<file path="src/rtl/kernel_loader.sv">
// Unpacks 4-weight beats from a valid/ready stream into sequential kernel register writes.
// Optional KERNEL_LOADER_CHECKSUM_EN adds a 16-bit running sum of the written weights.
module kernel_loader #(
  parameter int KERNEL_REG_SIZE   = 64,
  parameter int KERNEL_ADDR_WIDTH = 6,
  parameter int WEIGHT_WIDTH      = 8
) (
  input  logic                          i_clk,
  input  logic                          i_rst,
  input  logic                          start,
  input  logic [KERNEL_ADDR_WIDTH:0]    num_weights,
  input  logic                          s_valid,
  input  logic [4*WEIGHT_WIDTH-1:0]     s_data,
  output logic                          s_ready,
  output logic                          wr_en,
  output logic [KERNEL_ADDR_WIDTH-1:0]  wr_addr,
  output logic [WEIGHT_WIDTH-1:0]       wr_data,
  output logic                          busy,
  output logic                          done
`ifdef KERNEL_LOADER_CHECKSUM_EN
  ,
  output logic [15:0]                   checksum
`endif
);

  // state | meaning
  // IDLE  | waiting for start; count latched and clamped on acceptance
  // FETCH | s_ready high, waiting for the next beat
  // WRITE | one lane per cycle to the kernel register
  // DONE  | one-cycle done pulse
  typedef enum logic [1:0] {IDLE, FETCH, WRITE, DONE} state_t;

  localparam int AW = KERNEL_ADDR_WIDTH;
  localparam logic [AW:0]   MAX_N    = (AW+1)'(KERNEL_REG_SIZE);
  localparam logic [AW:0]   N_ONE    = (AW+1)'(1);
  localparam logic [AW-1:0] ADDR_ONE = AW'(1);

  state_t                    state;
  logic [AW:0]               n_q;
  logic [AW-1:0]             addr_q;
  logic [1:0]                lane_q;
  logic [4*WEIGHT_WIDTH-1:0] beat_q;
  logic [AW:0]               n_sel;
  logic                      last_wr;

  assign n_sel   = (num_weights > MAX_N) ? MAX_N : num_weights;
  assign last_wr = ({1'b0, addr_q} == (n_q - N_ONE));

  assign s_ready = (state == FETCH);
  assign wr_en   = (state == WRITE);
  assign busy    = (state != IDLE);
  assign done    = (state == DONE);
  assign wr_addr = addr_q;
  // The beat shifts down one lane per write, so lane 0 of beat_q is always the current weight.
  assign wr_data = beat_q[WEIGHT_WIDTH-1:0];

  always_ff @(posedge i_clk or negedge i_rst) begin
    if (!i_rst) begin
      state  <= IDLE;
      n_q    <= '0;
      addr_q <= '0;
      lane_q <= '0;
      beat_q <= '0;
`ifdef KERNEL_LOADER_CHECKSUM_EN
      checksum <= '0;
`endif
    end else begin
      case (state)
        IDLE: begin
          if (start) begin
            n_q    <= n_sel;
            addr_q <= '0;
            lane_q <= '0;
            state  <= (n_sel == '0) ? DONE : FETCH;
`ifdef KERNEL_LOADER_CHECKSUM_EN
            checksum <= '0;
`endif
          end
        end
        FETCH: begin
          if (s_valid) begin
            beat_q <= s_data;
            lane_q <= '0;
            state  <= WRITE;
          end
        end
        WRITE: begin
          addr_q <= addr_q + ADDR_ONE;
          lane_q <= lane_q + 2'd1;
          beat_q <= beat_q >> WEIGHT_WIDTH;
`ifdef KERNEL_LOADER_CHECKSUM_EN
          checksum <= checksum + 16'(beat_q[WEIGHT_WIDTH-1:0]);
`endif
          // Remaining lanes of a short final beat are simply dropped here.
          if (last_wr)
            state <= DONE;
          else if (lane_q == 2'd3)
            state <= FETCH;
        end
        DONE:    state <= IDLE;
        default: state <= IDLE;
      endcase
    end
  end

endmodule
</file>
<file path="config.mk">
export PLATFORM = sky130hd
export DESIGN_NAME = kernel_loader
export DESIGN_NICKNAME = d
export VERILOG_FILES = /design/src/rtl/kernel_loader.sv
export SDC_FILE = /design/constraint.sdc
export NUM_CORES = 1
export LEC_CHECK = 0
export CORE_ASPECT_RATIO = 0.7
export CORE_MARGIN = 4
export CORE_UTILIZATION = 54
export DETAILED_ROUTE_END_ITERATION = 8
export PLACE_DENSITY = 0.84
export SYNTH_ARGS = -nofsm -noshare
export SYNTH_HDL_FRONTEND = slang
export SYNTH_SLANG_ARGS = --single-unit
</file>
<file path="constraint.sdc">
create_clock -name i_clk -period 4.2 [get_ports i_clk]
set_clock_uncertainty 0.05 [all_clocks]
set_input_delay 1.26 -clock i_clk [delete_from_list [all_inputs] [get_ports i_clk]]
set_output_delay 1.26 -clock i_clk [all_outputs]
set_load 0.1 [all_outputs]
</file>
==> flow_summary.json <==
{
  "antenna_found_initial": 0,
  "clk_latency_ns": 0.30,
  "ys.flop_type": "dfrtp_1",
  "min_path_type": "register to register",
  "pwr-share-seq_pct": 34.1,
  "antennaDiodeCount": 0,
  "initial_core_util_pct": 57.79,
  "status": "finished, final reports clean",
  "cp_max_fo": 33,
  "path_class": "register to output port",
  "syn_area_per_cell_um2": 8.716,
  "period_needed_ns": 3.242,
  "syn_inst": 297,
  "drv_slew": 0,
  "setup_viol": 0,
  "die-area_um2": 5983,
  "gp_congestion": 0.8578,
  "ys_async_sr_fraction_pct": 100.0,
  "fin_cells": 394,
  "synth_area_um2": 2589,
  "fillers": 329,
  "final_common_cell": "nand2_1",
  "p_switching_uw": 1305,
  "area_growth_pct": 23.15,
  "drt_iter0_markers": 155,
  "postRouteWirelength_mm": 5.643,
  "vias": 2148,
  "ir_drop_mv": 0.7427,
  "fmax_ghz": 0.3085,
  "synth_area_leaders": "dfrtp_1, nand2_1, a31oi_1",
  "yosys_warnings": 0,
  "htreeDepth": 2,
  "required_ns": 2.89,
  "hpwl_mm": 4.106,
  "cts_setup_buffers": 0,
  "vias_per_cell": 5.452,
  "relSlewSlack_pct": 30.58,
  "endpoint_kind": "output port",
  "first_pass_iters": 4,
  "cts.clk_slew.worst_paths_ns": 0.09,
  "cts_resized": 0,
  "cp_slowest_cell": "dfrtp_1",
  "cts_tree": "yes",
  "start_kind": "register",
  "drc_errors": 0,
  "wire_per_inst_um": 14.32,
  "final_util_pct": 71.17,
  "cap_viol_max_count": 0,
  "swShare_pct": 50.87,
  "track_usage_pct": 20.11,
  "power_frac_comb_pct": 55.2,
  "ys_ff_latch": 49,
  "grt_start_max_net_pins": 50,
  "synth_cell_types": 39,
  "dp_cells": 386,
  "cts_buffers": 5,
  "hold_buffers": 0,
  "drive_gt1_share_pct": 6.785,
  "rsz0062_at_grt": "no",
  "worstMarginPinSlew_ns": 1.041,
  "leakagePower_uw": 0.001351,
  "finalPower_uw": 2565,
  "final_cell_mix": "nand2_1, clkdlybuf4s50_1, dfrtp_1, nor2_1, a31oi_1",
  "layout.nets": 384,
  "period_share_pct": 77.18,
  "max_stage_delay_ns": 0.88,
  "ant_nets": 0,
  "clock_sinks": 49,
  "core_um2": 4479,
  "cts-root-buf": "clkbuf_8",
  "synth_area_leader_cell": "dfrtp_1",
  "core.rowCount": 20,
  "grt_pass1_wl_mm": 9.542,
  "synth-seq-area-share_pct": 47.37,
  "die_width_um": 90.76,
  "hold_viol": 0,
  "cp.arrival_ns": 1.93,
  "dp_worst_setup_slack_ns": 1.198,
  "path_cells": "nand2b_4 > inv_2 > buf_12",
  "fin_ws_ns": 0.9583,
  "p_int_uw": 1260,
  "p_per_area_nw_per_um2": 804.7,
  "synth_top_cell_area_share_pct": 47.37,
  "syn-num-nets": 343,
  "clockBufferDepth": 2,
  "pwr-share-clk_pct": 10.7,
  "grt_pass1_vias": 2039,
  "synth_edf_count": 0,
  "fp.dieH_um": 65.93,
  "io-pin-count": 61,
  "io_buffers": 60,
  "gr-total-overflow": 0,
  "tns_ns": 0
}
==> path summary, 6_finish.rpt <==
kind	slack, ns	endpoint	depth (start not counted)	startpoint
max in group asynchronous	2.37	beat_q[26]$_DFFE_PN0P_	1	i_rst
setup / recovery	0.96	wr_en	3	state[1]$_DFFE_PN0P_
min in group asynchronous	1.08	n_q[6]$_DFFE_PN0P_	1	i_rst
hold / removal	0.49	beat_q[14]$_DFFE_PN0P_	2	beat_q[22]$_DFFE_PN0P_
hold reg to reg	0.49	beat_q[14]$_DFFE_PN0P_	2	beat_q[22]$_DFFE_PN0P_
setup reg to reg	1.89	wr_addr[3]$_DFFE_PN0P_	6	state[1]$_DFFE_PN0P_
==> power groups by stage <==
stage	Clock (µW)	Combinational (µW)	Sequential, µW
CTS	277	1420	870
finish	275	1420	874
detailed placement	0	1420	879
global placement	0	1380	871
global route	295	1540	903
floorplan	0	1200	855
==> metrics by stage <==
step | cell area, µm² | hold slack, ns
finish | 3188 | 0.4913
floorplan | 2589 | 0.4360
global route | 3188 | 0.5109
detailed placement | 3100 | 0.4626
global placement | 3100 | 0.4566
CTS | 3188 | 0.4901
==> flip-flops by register name, summed over array words and instances, names as in the netlist <==
name,flops
lane_q,2
state,2
wr_addr,6
n_q,7
beat_q,32
==> synthesized netlist by cell type (all sizes together), types with 2 or more instances <==
library cell / instances
nor2b: 2
nor3: 4
buf: 24
o31ai: 2
and2: 3
nand3: 5
xor2: 2
nand4: 2
nor4: 2
xnor2: 7
o21ai: 19
nand2b: 11
nor2: 27
a22o: 10
a31oi: 25
clkbuf: 4
nand2: 75
inv: 5
dfrtp: 49
mux2: 2
ha: 3
a21oi: 4
==> critical path: cells and delay by family (launching register included) <==
| family | cells | cell delay (ns) |
|---|---|---|
| flip-flops | 1 | 0.88 |
| AND/OR/NAND/NOR | 1 | 0.37 |
| buffers and inverters | 2 | 0.36 |
==> layout make-up <==
class / count / area, µm² / area share (%)
Timing Repair Buffer: 62 / 610.6 / 19.15
Clock buffer: 6 / 72.57 / 2.276
Inverter: 5 / 18.77 / 0.5887
Sequential cell: 49 / 1226 / 38.46
Clock inverter: 2 / 15.01 / 0.4710
Multi-Input combinational cell: 215 / 1176 / 36.89
Tap cell: 55 / 68.82 / 2.159
==> cells by family (layout without fill, tap and decap cells) <==
family,Yosys count,count (layout),share of synthesized area (%)
AND/OR/NAND/NOR,136,136,23.54
AO/OA/AOI/OAI,64,64,15.85
flip-flops,49,49,47.37
buffers and inverters,33,75,7.491
XOR/XNOR,9,9,3.045
adder cells (fa/ha/maj),3,3,1.450
multiplexers,3,3,1.257
==> metal layers <==
metal / global-route usage (%) / share of wire (%) / wire (µm)
met3: 4.437 / 5.1 / 289
met1: 29.58 / 52 / 2934
met4: 5.725 / 0.97 / 55
met5: 0 / 0 / 0
met2: 29.82 / 42 / 2364
Power figures use the tool's default switching activity.
